$ cat config.mk
export PLATFORM = sky130hd
export DESIGN_NAME = lifm_partition_scheduler
export DESIGN_NICKNAME = d
export VERILOG_FILES = /design/src/rtl/lifm_partition_scheduler.sv
export SDC_FILE = /design/constraint.sdc
export NUM_CORES = 1
export LEC_CHECK = 0
export CORE_MARGIN = 2
export CORE_UTILIZATION = 45
export DETAILED_ROUTE_END_ITERATION = 7
export PLACE_DENSITY_LB_ADDON = 0.1
export SETUP_SLACK_MARGIN = 0.5
export SYNTH_ARGS = -nofsm -noshare
export SYNTH_HDL_FRONTEND = slang
export SYNTH_SLANG_ARGS = --single-unit
export TNS_END_PERCENT = 100
$ cat constraint.sdc
create_clock -name clk -period 3.1 [get_ports clk]
set_clock_uncertainty 0.15 [all_clocks]
set_input_delay 0.62 -clock clk [delete_from_list [all_inputs] [get_ports clk]]
set_output_delay 0.62 -clock clk [all_outputs]
set_load 0.05 [all_outputs]
$ cat src/rtl/lifm_partition_scheduler.sv
// LIFM partition scheduler.
// Splits K LIFM rows into partitions of 2 or 3 rows and streams each one to
// the redundancy controller. Each partition's result is written at its
// partition index. The partition plan never leaves a trailing 1-row partition.
module lifm_partition_scheduler #(
    parameter int WORD_WIDTH = 8,
    parameter int RSIZ_WIDTH = 2,
    parameter int ADDR_WIDTH = 8,
    parameter int TIMEOUT    = 1023
) (
    input  logic                  clk,
    input  logic                  reset,
    input  logic                  start,
    input  logic [WORD_WIDTH-1:0] num_kidx,
    input  logic [RSIZ_WIDTH-1:0] part_rsiz,
    output logic                  busy,
    output logic                  done,
    output logic                  error,
    output logic                  rd_en,
    output logic [ADDR_WIDTH-1:0] rd_addr,
    output logic                  rc_enable,
    output logic                  rc_row_valid,
    output logic [WORD_WIDTH-1:0] rc_kidx,
    output logic [RSIZ_WIDTH-1:0] rc_rsiz,
    input  logic                  rc_valid,
    output logic                  wr_en,
    output logic [WORD_WIDTH-1:0] wr_addr
);

    localparam int WCW = $clog2(TIMEOUT + 1);

    typedef enum logic [2:0] {
        S_IDLE, S_PLAN, S_START, S_STREAM, S_WAIT, S_WRITE, S_FIN
    } state_t;

    state_t                state, state_nx;
    logic [WORD_WIDTH-1:0] k_lat, base, part_cnt;
    logic [RSIZ_WIDTH-1:0] rsiz_lat, size, idx;
    logic [WCW-1:0]        wait_cnt;
    logic                  error_r;

    logic [WORD_WIDTH-1:0] remain, kidx_cur, base_nx;
    logic [RSIZ_WIDTH-1:0] nom_rsiz, plan_size;
    logic                  last_row, wait_expired;

    // Partition planning and streaming arithmetic. All of it wraps modulo 2^WORD_WIDTH.
    // A remainder of 4 is split as 2+2. Splitting it as 3+1 would leave a single row.
    always_comb begin
        remain       = k_lat - base;
        nom_rsiz     = (rsiz_lat < RSIZ_WIDTH'(2)) ? RSIZ_WIDTH'(2) : rsiz_lat;
        if (remain <= WORD_WIDTH'(3))
            plan_size = RSIZ_WIDTH'(remain);
        else if (remain == WORD_WIDTH'(4))
            plan_size = RSIZ_WIDTH'(2);
        else
            plan_size = nom_rsiz;
        kidx_cur     = base + WORD_WIDTH'(idx);
        base_nx      = base + WORD_WIDTH'(size);
        last_row     = (idx == size - RSIZ_WIDTH'(1));
        wait_expired = (wait_cnt == WCW'(TIMEOUT - 1));
    end

    // State register.
    always_ff @(posedge clk) begin
        if (reset) state <= S_IDLE;
        else       state <= state_nx;
    end

    // Next-state logic and strobe/address outputs, decoded from the current state.
    always_comb begin
        state_nx     = state;
        busy         = (state != S_IDLE);
        done         = 1'b0;
        error        = error_r;
        rd_en        = 1'b0;
        rd_addr      = '0;
        rc_enable    = 1'b0;
        rc_row_valid = 1'b0;
        rc_kidx      = '0;
        rc_rsiz      = '0;
        wr_en        = 1'b0;
        wr_addr      = '0;
        case (state)
            S_IDLE: begin
                if (start) state_nx = (num_kidx < WORD_WIDTH'(2)) ? S_FIN : S_PLAN;
            end
            S_PLAN: state_nx = S_START;
            S_START: begin
                rc_enable = 1'b1;
                rc_rsiz   = size;
                rd_en     = 1'b1;
                rd_addr   = ADDR_WIDTH'(base);
                state_nx  = S_STREAM;
            end
            S_STREAM: begin
                rc_row_valid = 1'b1;
                rc_kidx      = kidx_cur;
                rc_rsiz      = size;
                if (!last_row) begin
                    rd_en   = 1'b1;
                    rd_addr = ADDR_WIDTH'(kidx_cur + WORD_WIDTH'(1));
                end else begin
                    state_nx = S_WAIT;
                end
            end
            S_WAIT: begin
                rc_rsiz = size;
                if (rc_valid)          state_nx = S_WRITE;
                else if (wait_expired) state_nx = S_FIN;
            end
            S_WRITE: begin
                wr_en    = 1'b1;
                wr_addr  = part_cnt;
                rc_rsiz  = size;
                state_nx = (base_nx < k_lat) ? S_PLAN : S_FIN;
            end
            S_FIN: begin
                done     = 1'b1;
                state_nx = S_IDLE;
            end
            default: state_nx = S_IDLE;
        endcase
    end

    // Job bookkeeping: latched job inputs, partition cursor, row/wait counters and the sticky error.
    always_ff @(posedge clk) begin
        if (reset) begin
            k_lat    <= '0;
            rsiz_lat <= '0;
            base     <= '0;
            part_cnt <= '0;
            size     <= '0;
            idx      <= '0;
            wait_cnt <= '0;
            error_r  <= 1'b0;
        end else begin
            case (state)
                S_IDLE: begin
                    if (start) begin
                        k_lat    <= num_kidx;
                        rsiz_lat <= part_rsiz;
                        base     <= '0;
                        part_cnt <= '0;
                        error_r  <= (num_kidx < WORD_WIDTH'(2));
                    end
                end
                S_PLAN: begin
                    size <= plan_size;
                    idx  <= '0;
                end
                S_STREAM: begin
                    idx      <= last_row ? '0 : idx + RSIZ_WIDTH'(1);
                    wait_cnt <= '0;
                end
                S_WAIT: begin
                    if (!rc_valid) begin
                        wait_cnt <= wait_cnt + WCW'(1);
                        if (wait_expired) error_r <= 1'b1;
                    end
                end
                S_WRITE: begin
                    base     <= base_nx;
                    part_cnt <= part_cnt + WORD_WIDTH'(1);
                end
                default: ;
            endcase
        end
    end

endmodule

# After elaboration in Yosys (flattened, before gate mapping)
# Cells that the tools add are included.
[classes]
reduce_logical = 12
addsub = 8
order_cmp = 4
eq_ne = 14
muxes = 32
[op_table]
columns = ["op", "n"]
rows = [
  ["one-hot mux 8 bit (2 select lines)", 3],
  ["two-way mux 8 bit", 4],
  ["one-hot mux 10 bit (2 select lines)", 1],
  ["two-way mux 3 bit", 6],
  ["one-hot mux 3 bit (6 select lines)", 1],
  ["adder 8 x 1 -> 8 bit, second input constant", 2],
  ["adder 8 x 2 -> 8 bit", 2],
  ["adder 10 x 1 -> 10 bit, second input constant", 1],
  ["== test 10 bit, second input constant", 1],
  ["two-way mux 10 bit", 1],
  ["two-way mux 2 bit", 5],
  ["== test 3 bit, second input constant", 3],
  ["== test 8 x 3 -> 1 bit, second input constant", 1],
  ["<= comparator 8 x 2 -> 1 bit, second input constant", 1],
  ["less-than comparator 8 x 2 -> 1 bit, second input constant", 1],
  ["less-than comparator 8 bit", 1],
  ["two-way mux 1 bit", 8],
  ["inequality test 2 bit, second input constant", 4],
  ["nonzero test 2 bit", 4],
  ["subtractor 8 bit", 1],
  ["== test 3 x 2 -> 1 bit, second input constant", 2],
  ["AND reduction 2 bit", 3],
  ["one-hot mux 1 bit (2 select lines)", 2],
  ["one-hot mux 2 bit (2 select lines)", 1],
  ["other kinds (11)", 11],
]
[word_totals]
input_bits = 14
wordCells = 79
out_inout_bits = 33
register_bits = 44

# Longest topological paths before layout
[logic_depth]
depth_word = 4
depth_mapped = 11
mapped_depth_nobuf = 11

# Worst setup path before layout
# Ideal clock, no wire load.
[synth_path]
kind = "reg-to-output"
startpoint = "register base[1]"
endpoint = "output rd_addr[7]"
arrival_time_ps = 3262
path_stages_with_launch = 11
path_slack_ps = -932
n_path_buf = 1
required_time_ps = 2330
cell_sequence = "dfxtp_1 inv_1 fa_1 clkbuf_1 or3b_2 mux2i_1 a32o_1 nand2_1 nor3_1 xor2_1 o21ai_0"
[synth_via]
elab_chain_cells = 4
[synth_lines]
columns = ["item", "line_no", "source"]
rows = [
  ["from (decl)", "37", "logic [WORD_WIDTH-1:0] k_lat, base, part_cnt;"],
  ["from (signal assigned)", "162", "base <= base_nx;"],
  ["adder 8 x 2 -> 8 bit", "57", "kidx_cur = base + WORD_WIDTH'(idx);"],
  ["adder 8 x 1 -> 8 bit", "101", "rd_addr = ADDR_WIDTH'(kidx_cur + WORD_WIDTH'(1));"],
  ["two-way mux 8 bit", "99", "if (!last_row) begin"],
  ["one-hot mux 8 bit (2 select lines)", "83", "case (state)"],
  ["to (decl)", "20", "output logic [ADDR_WIDTH-1:0] rd_addr,"],
]
# No other way between the ends.

# Final worst setup path
[layout_path]
startpoint = "register idx[0]"
endpoint = "output rd_addr[7]"
[layout_via]
elab_chain_cells = 4
word_cells_on_any_way = 5
cone_classes = "add/sub (2); eq/ne (1); mux (2)"
[layout_lines]
columns = ["item", "line_no", "source"]
rows = [
  ["from (decl)", "38", "logic [RSIZ_WIDTH-1:0] rsiz_lat, size, idx;"],
  ["from (signal assigned)", "152", "idx <= last_row ? '0 : idx + RSIZ_WIDTH'(1);"],
  ["adder 8 x 2 -> 8 bit", "57", ""],
  ["adder 8 x 1 -> 8 bit", "101", ""],
  ["two-way mux 8 bit (*)", "99", ""],
  ["one-hot mux 8 bit (2 select lines) (*)", "83", ""],
]
# Mark *: on every way between the ends. The rest lies on a longest branch, timed or not.

==> flow_metrics.env <==
export IMPL_via_count=3441
export IMPL_floorplan_initialDensity=0.470
export IMPL_core_area_um2=6830
export IMPL_clkSlewWorstSetupHoldPaths_ns=0.09
export IMPL_area_growth_synth_to_final_pct=55.6
export IMPL_ys_warnings_count=0
export IMPL_grt_ovfl_total=0
export IMPL_grt_pass1_wl_mm=15.2
export IMPL_synth_distinct_cells=57
export IMPL_chipHeight_um=88.5
export IMPL_vdd_ir_drop_worst_mv=0.237
export IMPL_violations_in_the_final_reports="setup timing"
export IMPL_timing_hold_worst_class="register to register"
export IMPL_ys_seq_area_frac=0.274
export IMPL_place_detailed_hpwl_mm=6.67
export IMPL_timing_final_max_slew_violations=0
export IMPL_drt_wl_total_mm=9.67
export IMPL_fin_ws_ns=-0.266
export IMPL_maximum_number_of_pins_on_one_net_before_global_route_repair=20
export IMPL_crit_reg2reg_launch="base[1]"
export IMPL_drv_max_cap_violation_count=0
export IMPL_post_synth_edffs=0
export IMPL_first_global_vias=3237
export IMPL_die_footprint_um2=7830
export IMPL_antenna_found_initial=0
export IMPL_area_of_the_multi_input_gates_um2=2620
export IMPL_setup_viol=5
export IMPL_hp_start="rsiz_lat[0]"
export IMPL_yosys_cell_count_top_type="sky130_fd_sc_hd__nand2_1"
export IMPL_power_static_leakage_uw=0.00190
export IMPL_postSynthRegisterBits=44
export IMPL_number_of_buffers_created_by_cts=5
export IMPL_synth_area_per_cell_um2=7.28
export IMPL_synth_top_cells_by_count="sky130_fd_sc_hd__nand2_1, sky130_fd_sc_hd__nor2_1, sky130_fd_sc_hd__dfxtp_1, sky130_fd_sc_hd__a21oi_1, sky130_fd_sc_hd__inv_1"
export IMPL_dr_pass1_iters=4
export IMPL_cts_sink_count=44
export IMPL_postSynthNetCount=480
export IMPL_worst_hold_slack_ns=0.316
export IMPL_final_routed_wire_length_divided_by_cell_count_um=15.6
export IMPL_reg_to_reg_slack_setup_ns=0.31
export IMPL_ios=47
export IMPL_final_hold_viol_count=0
export IMPL_tritoncts_clock_tree="done"
export IMPL_layout_min_cycle_time_ns=3.37
export IMPL_period_share=1.09
export IMPL_globalplace_congestion=0.912
export IMPL_status="complete, but fails checks"
export IMPL_htree_num_levels=2
export IMPL_fin_util=0.731
export IMPL_clock_latency_ns=0.31
export IMPL_avgViaCountPerCell=5.55
export IMPL_rsz_0062_raised_after_global_routing="true"
export IMPL_setup_tns_final_ns=-0.902
export IMPL_floorplan_rows=30
export IMPL_design_final_nets=562
export IMPL_nFillCells=521
export IMPL_cts_buffer_depth=2
export IMPL_instance_count_of_the_mapped_netlist=441
export IMPL_synth_main_ff_cell="sky130_fd_sc_hd__dfxtp_1"
export IMPL_detail_route_antenna_nets=0
export IMPL_setup_worst_path_end_class="output port"
export IMPL_path_max_fanout=3
export IMPL_layout_area_seq_um2=903
export IMPL_chipWidth_um=88.5
export IMPL_max_slew_worst_pin_slew_ns=0.518
export IMPL_timing_critical_path_from="idx[0]"
export IMPL_holdBufCountCts=0
export IMPL_numPlacedInstances=590
export IMPL_root_buffer="sky130_fd_sc_hd__clkbuf_8"
export IMPL_post_synth_instance_area_um2=3210
export IMPL_slew_headroom=0.655
export IMPL_synth_async_sr_flop_share=0
export IMPL_synth_area_leaders="sky130_fd_sc_hd__dfxtp_1, sky130_fd_sc_hd__ha_1, sky130_fd_sc_hd__a21oi_1"
export IMPL_grt_total_usage=0.246
export IMPL_synthDominantCellAreaShare=0.274
export IMPL_antennaDiodeCount=0
export IMPL_power_density_nw_per_um2=374
export IMPL_power_uw=1870
export IMPL_finalNonFillerCells=620
export IMPL_fraction_of_final_layout_cells_with_drive_strength_greater_than_1=0.359
export IMPL_timing_setup_critical_path_class="register to output port"
export IMPL_worst_setup_path_start_kind="register"
export IMPL_detail_route_iter0_violations=200
export IMPL_fmax_ghz=0.297
export IMPL_netlist_top_cell_by_area="sky130_fd_sc_hd__dfxtp_1"
export IMPL_arrival_ns=2.60
export IMPL_numPortBuffers=46
export IMPL_route_detailed_drc=0
export IMPL_critPathRequiredTime_ns=2.33
-- cells by family after synthesis --
family | Yosys count | share of synthesized area
multiplexers | 2 | 0.00662
adder cells (fa/ha/maj) | 25 | 0.104
AO/OA/AOI/OAI | 108 | 0.208
AND/OR/NAND/NOR | 185 | 0.273
flip-flops | 44 | 0.274
XOR/XNOR | 27 | 0.0737
buffers and inverters | 50 | 0.0600
-- area by class of cell --
type / count / share of cell area
Timing Repair Buffer: 97 / 0.222
Clock buffer: 5 / 0.0138
Multi-Input combinational cell: 347 / 0.525
Tap cell: 96 / 0.0240
Timing Repair inverter: 1 / 0.00150
Inverter: 27 / 0.0235
Sequential cell: 44 / 0.181
Clock inverter: 3 / 0.00927
-- cells in the final DEF, fill, tap and decap left out, types with 8 or more instances in the layout --
cell type                         Yosys  routed
sky130_fd_sc_hd__a21oi_1             42      36
sky130_fd_sc_hd__inv_1               25      19
sky130_fd_sc_hd__buf_4                0      42
sky130_fd_sc_hd__nor2_1              51      46
sky130_fd_sc_hd__buf_6                0      13
sky130_fd_sc_hd__dfxtp_1             44      34
sky130_fd_sc_hd__nand3_1             17      13
sky130_fd_sc_hd__ha_1                22      13
sky130_fd_sc_hd__o21ai_0             23      13
sky130_fd_sc_hd__xor2_1              14      12
sky130_fd_sc_hd__nand2_1             55      49
sky130_fd_sc_hd__ha_4                 0       8
sky130_fd_sc_hd__clkdlybuf4s50_1      0      14
sky130_fd_sc_hd__buf_12               0      23
-- final timing paths --
check                                    to  cells past startpoint
worst max register to register     state[2]                     13
worst min register to register  rsiz_lat[0]                      2
worst min-delay path            rsiz_lat[0]                      2
worst max-delay path             rd_addr[7]                     11
-- what timing repair did --
item	4_1_cts	5_1_grt
gates resized for setup	63	47
pin swaps	27	20
setup endpoints to repair	31	29
gates cloned	1	0
setup buffers	12	9
-- critical path, cell delays in order (launching register included) --
cell	delay [ns]
sky130_fd_sc_hd__dfxtp_4	0.36
sky130_fd_sc_hd__ha_4	0.13
sky130_fd_sc_hd__inv_2	0.03
sky130_fd_sc_hd__fa_2	0.37
sky130_fd_sc_hd__or3b_4	0.38
sky130_fd_sc_hd__mux2i_1	0.14
sky130_fd_sc_hd__a32o_2	0.19
sky130_fd_sc_hd__nand2_2	0.06
sky130_fd_sc_hd__nor3_2	0.12
sky130_fd_sc_hd__xor2_1	0.25
sky130_fd_sc_hd__o21ai_4	0.10
sky130_fd_sc_hd__buf_12	0.15
-- state kept, by name, summed over array words and instances (netlist names) --
signal / count
rsiz_lat: 2
error: 1
base: 8
wait_cnt: 10
idx: 2
part_cnt: 8
k_lat: 8
state: 3
size: 2
-- stage by stage --
step / setup slack (ns) / instance area (µm²)
2_1_floorplan: 0.0411 / 3360
3_3_place_gp: 0.0659 / 4270
3_5_place_dp: 0.00560 / 4270
4_1_cts: -0.235 / 4710
5_1_grt: -0.377 / 4990
6_report: -0.266 / 4990
-- power breakdown --
| group | leakage, µW | internal (µW) | total (µW) | switching [µW] |
|---|---|---|---|---|
| logic | 0.00149 | 323 | 759 | 437 |
| clock network | 0.0000548 | 243 | 464 | 221 |
| registers | 0.000363 | 602 | 644 | 41.9 |
| total | 0.00190 | 1170 | 1870 | 700 |
-- routing by layer --
metal  track usage  routed length (µm)
met5             0                   0
met3        0.0345                 449
met1         0.315                4050
met2         0.422                4950
met4        0.0868                 226
No activity file was read; power rests on OpenSTA's default activity.
